[src/rtl/sweep_mode_ctrl.sv]
// Drives the mode input of a free-running up/down counter so it sweeps BOTTOM..TOP..BOTTOM.
// Optional consistency checker on the counter value: define SWEEP_MODE_CTRL_CHECK_EN.
//
// state | meaning
// IDLE  | mode=0, counter free-runs upward, waiting for start
// ARM   | waiting for the counter to reach BOTTOM-1 so the sweep begins exactly at BOTTOM
// UP    | mode=0, counting up toward TOP
// DOWN  | mode=1, counting down toward BOTTOM
module sweep_mode_ctrl #(
    parameter int WIDTH  = 5,
    parameter int TOP    = 30,
    parameter int BOTTOM = 0,
    parameter int SWEEPS = 4
) (
    input  logic             clk,
    input  logic             rst_n,
    input  logic             start,
    input  logic             stop,
    input  logic [WIDTH-1:0] counter_in,
    output logic             mode,
    output logic             busy,
    output logic             reversal,
    output logic [3:0]       sweep_cnt,
    output logic             done
`ifdef SWEEP_MODE_CTRL_CHECK_EN
    ,
    output logic             err
`endif
);

    typedef enum logic [1:0] {
        S_IDLE = 2'd0,
        S_ARM  = 2'd1,
        S_UP   = 2'd2,
        S_DOWN = 2'd3
    } state_t;

    // Turn decisions look one step ahead so mode flips on the edge that loads the turning value.
    localparam logic [WIDTH-1:0] BOT_C    = WIDTH'(BOTTOM);
    localparam logic [WIDTH-1:0] BOT_M1_C = WIDTH'(BOTTOM - 1);
    localparam logic [WIDTH-1:0] BOT_P1_C = WIDTH'(BOTTOM + 1);
    localparam logic [WIDTH-1:0] TOP_M1_C = WIDTH'(TOP - 1);
    localparam logic [3:0]       SWEEPS_C = 4'(SWEEPS);

    state_t     state_q, state_d;
    logic       mode_q, mode_d;
    logic       busy_q, busy_d;
    logic       rev_q, rev_d;
    logic       done_q, done_d;
    logic [3:0] cnt_q, cnt_d;

    always_ff @(posedge clk or negedge rst_n) begin
        if (!rst_n) begin
            state_q <= S_IDLE;
            mode_q  <= 1'b0;
            busy_q  <= 1'b0;
            rev_q   <= 1'b0;
            done_q  <= 1'b0;
            cnt_q   <= 4'd0;
        end else begin
            state_q <= state_d;
            mode_q  <= mode_d;
            busy_q  <= busy_d;
            rev_q   <= rev_d;
            done_q  <= done_d;
            cnt_q   <= cnt_d;
        end
    end

    always_comb begin
        state_d = state_q;
        mode_d  = mode_q;
        rev_d   = 1'b0;
        done_d  = 1'b0;
        cnt_d   = cnt_q;
        case (state_q)
            S_IDLE: begin
                mode_d = 1'b0;
                if (start && !stop) begin
                    cnt_d   = 4'd0;
                    state_d = S_ARM;
                end
            end
            S_ARM: begin
                mode_d = 1'b0;
                if (stop) begin
                    state_d = S_IDLE;
                end else if (counter_in == BOT_M1_C) begin
                    state_d = S_UP;
                end
            end
            S_UP: begin
                if (stop) begin
                    mode_d  = 1'b0;
                    state_d = S_IDLE;
                end else if (counter_in == TOP_M1_C) begin
                    mode_d  = 1'b1;
                    rev_d   = 1'b1;
                    state_d = S_DOWN;
                end
            end
            S_DOWN: begin
                if (stop) begin
                    mode_d  = 1'b0;
                    state_d = S_IDLE;
                end else if (counter_in == BOT_P1_C) begin
                    mode_d = 1'b0;
                    rev_d  = 1'b1;
                    cnt_d  = cnt_q + 4'd1;
                    if (cnt_d == SWEEPS_C) begin
                        done_d  = 1'b1;
                        state_d = S_IDLE;
                    end else begin
                        state_d = S_UP;
                    end
                end
            end
            default: begin
                mode_d  = 1'b0;
                state_d = S_IDLE;
            end
        endcase
        busy_d = (state_d != S_IDLE);
    end

    assign mode      = mode_q;
    assign busy      = busy_q;
    assign reversal  = rev_q;
    assign done      = done_q;
    assign sweep_cnt = cnt_q;

`ifdef SWEEP_MODE_CTRL_CHECK_EN
    // Shadow of what the counter should hold; only compared while sweeping.
    logic [WIDTH-1:0] exp_q;
    logic             err_q;

    always_ff @(posedge clk or negedge rst_n) begin
        if (!rst_n) begin
            exp_q <= '0;
            err_q <= 1'b0;
        end else begin
            if (state_q == S_ARM && state_d == S_UP) begin
                exp_q <= BOT_C;
            end else if (state_q == S_UP || state_q == S_DOWN) begin
                if (counter_in != exp_q) begin
                    err_q <= 1'b1;
                end
                exp_q <= mode_q ? (exp_q - 1'b1) : (exp_q + 1'b1);
            end
        end
    end

    assign err = err_q;
`endif

endmodule

[config.mk]
export PLATFORM = sky130hd
export DESIGN_NAME = sweep_mode_ctrl
export DESIGN_NICKNAME = d
export VERILOG_FILES = /design/src/rtl/sweep_mode_ctrl.sv
export SDC_FILE = /design/constraint.sdc
export NUM_CORES = 1
export LEC_CHECK = 0
export CAP_MARGIN = 5
export CORE_AREA = 2 2 39 41
export CTS_CLUSTER_DIAMETER = 30
export DETAILED_ROUTE_END_ITERATION = 12
export DIE_AREA = 0 0 41 43
export PLACE_DENSITY = 0.8
export SLEW_MARGIN = 20
export SYNTH_ARGS = -nofsm -noshare
export SYNTH_HDL_FRONTEND = slang
export SYNTH_SLANG_ARGS = --single-unit
[constraint.sdc]
create_clock -name clk -period 3.21 [get_ports clk]
set_input_delay 0.642 -clock clk [delete_from_list [all_inputs] [get_ports clk]]
set_output_delay 0.642 -clock clk [all_outputs]
set_load 0.01 [all_outputs]
==> flow_summary.toml <==
[synthesis]
synth_common_cells = "dfrtp_1, nor2_1, nand2_1, nor3_1"
syn_avg_cell_area_um2 = 10.7
synth_area_leader_cell = "dfrtp_1"
synth_top_family_by_area = "simple AND/OR/NAND/NOR gates"
ys_types = 35
synthAdderAreaFrac_pct = 4.16
synth_simple_gate_area_share_pct = 29.1
yosysSeqAreaShare_pct = 41.6
synthArstFlopShare_pct = 100
yosysMostFrequentCell = "dfrtp_1"
ys_ff_latch = 10
syn_nets = 67
synth_compound_area_share_pct = 21.2
synth-edff-count = 0
synth_xor_area_share_pct = 1.46
synthCells = 56
ys_top_cells_by_area = "dfrtp_1, a2111oi_4, ha_1, a22o_1, nor3_1"
synth.cell_area_um2 = 602
synth_flop_cell = "dfrtp_1"
synth_warnings = 0
synth.mux.area_fraction_pct = 1.87
synth_top_area_share_pct = 41.6

[power]
power_density_nw_per_um2 = 345
leakagePower_nw = 0.344
swShare_pct = 22.9
net-switching-power_uw = 64.7
p_int_uw = 218
power_frac_seq_pct = 47.5
irDropWorstVdd_mv = 0.141
clkPwrFrac_pct = 38.8
pwr-share-comb_pct = 13.7

[floorplan]
die_x_um = 41
rows = 14
core_um2 = 1380
die_y_um = 43
die-area_um2 = 1760
initial_utilization_pct = 43.5
pin_count = 17

[sta]
hold_violations = 0
fin_ws_ns = 1.22
worst_pin_slew_ns = 0.448
fin_crit_sh_pct = 62.1
final.setup.tns_ns = 0
setup_viol = 0
fin_worst_skew_ns = 0.00423
relSlewSlack_pct = 70.0
max_freq_mhz = 502
rsz0062_at_grt = "no"
drv_slew = 0
fin_crit_ns = 1.99

[placement]
pre_cts_ws_ns = 0.947
globalplace.congestion = 0.814
port_buffers = 16
post-dp-hpwl_um = 957

[clocking]
cts_tree = "built"
numCtsBuffers = 3
clk_latency_ns = 0.26
cts_sinks = 10
htreeDepth = 1
cts_hold_buf = 0
clockBufferDepth = 2
cts_resized = 0
clockRootBuffer = "clkbuf_4"
postCtsSetupBuffers = 0
path_clk_slew_ns = 0.06

[hold_path]
hp-class = "flop to flop"
timing.hold.worst.start = "sweep_cnt[2]"

[run_status]
status = "finished, final reports clean"

[worst_setup_path]
critPathLaunch = "counter_in[3]"
worstSetupStartpointType = "primary input"
path_max_fanout = 4
worstSetupEndpointType = "flop"
critPathKind = "primary input to flop"
critPathArrivalTime_ns = 2.13
r2r-start = "sweep_cnt[0]"
worstPathRequired_ns = 3.35

[job]
cap_violations = 0

[cells_and_area]
nFillCells = 127
area_delta_synth_final_pct = 36.0
layout-drive-gt1-share_pct = 13.2
fin_util_pct = 59.1
diodes = 0
nets = 88

[route]
drt_iter0_markers = 15
wl_mm = 1.26
drc = 0
avgRoutedWirePerCell_um = 13.6
ant_nets = 0
drtPass1Iterations = 5
vias_per_cell = 5.78
vias = 532

[grt]
grt_max_degree = 11
grt_pass1_wl_mm = 2.08
overflow = 0
grt_pass1_vias = 498
antenna_found_initial = 0
grt_usage_pct = 17.7
-- metrics by stage --
stage                     instance area [um2]  hold WS [ns]  power (mW)  std cells
after CTS                                 818         0.566       0.286         92
after detailed placement                  782         0.549       0.175         88
final                                     818         0.562       0.283         92
after global placement                    782         0.539       0.174         88
after global routing                      818         0.594       0.300         92
after floorplan                           602         0.346       0.152         56
-- critical path: stages --
cell             delay (ns)
clkdlybuf4s50_1        0.44
or2_1                  0.27
nor4_2                 0.25
o21bai_1               0.19
mux2_1                 0.34
-- worst paths after layout --
path | cells past startpoint | slack, ns | to
worst max-delay path | 5 | 1.22 | sweep_cnt[0]
worst min-delay path | 1 | 0.56 | sweep_cnt[2]
worst max register to register | 5 | 1.52 | busy
worst min register to register | 1 | 0.56 | sweep_cnt[2]
max in group asynchronous | 1 | 2.21 | sweep_cnt[2]
min in group asynchronous | 1 | 0.69 | state_q[0]
-- area by class of cell --
| cell class | instances | area, um2 | area share (%) |
|---|---|---|---|
| Multi-Input combinational cell | 45 | 348 | 42.5 |
| Sequential cell | 10 | 250 | 30.6 |
| Timing Repair Buffer | 16 | 160 | 19.6 |
| Clock buffer | 4 | 36.3 | 4.43 |
| Tap cell | 16 | 20.0 | 2.45 |
| Inverter | 1 | 3.75 | 0.459 |
-- placed cells by master (no fill, tap or decap), types with 2 or more instances in the layout --
master	instances
clkdlybuf4s50_1	16
dfrtp_1	10
nor2_1	4
nor3_1	3
nand2_1	3
clkbuf_4	3
nand3_1	2
o21ai_0	2
nand2b_1	2
a22o_1	2
ha_1	2
-- metal layers --
metal	vias up	global-route usage [%]	part of all wire, %
met3	0	4.71	6.5
met2	27	26.3	51
met5	-	0	0
li1	256	-	-
met4	0	10.0	0
met1	249	22.0	42
-- power groups by stage --
stage / clock [mW] / combinational (mW) / sequential, mW
6_report: 0.110 / 0.0386 / 0.134
5_1_grt: 0.123 / 0.0419 / 0.135
4_1_cts: 0.113 / 0.0386 / 0.134
3_5_place_dp: 0 / 0.0382 / 0.137
3_3_place_gp: 0 / 0.0374 / 0.136
2_1_floorplan: 0 / 0.0153 / 0.137
-- registers in the layout, indices dropped and copies added (netlist names) --
signal     cells
sweep_cnt      4
state_q        2
busy           1
done           1
mode           1
reversal       1
-- cell families (layout without fill, tap and decap cells) --
family	after synthesis	after routing
adders and majority gates	2	2
and+or+nand+nor	27	27
AOI/OAI and AO/OA	14	14
xor gates and xnor gates	1	1
DFF	10	10
muxes	1	1
buffers and inverters	1	21
(Power assumes the default switching activity.)
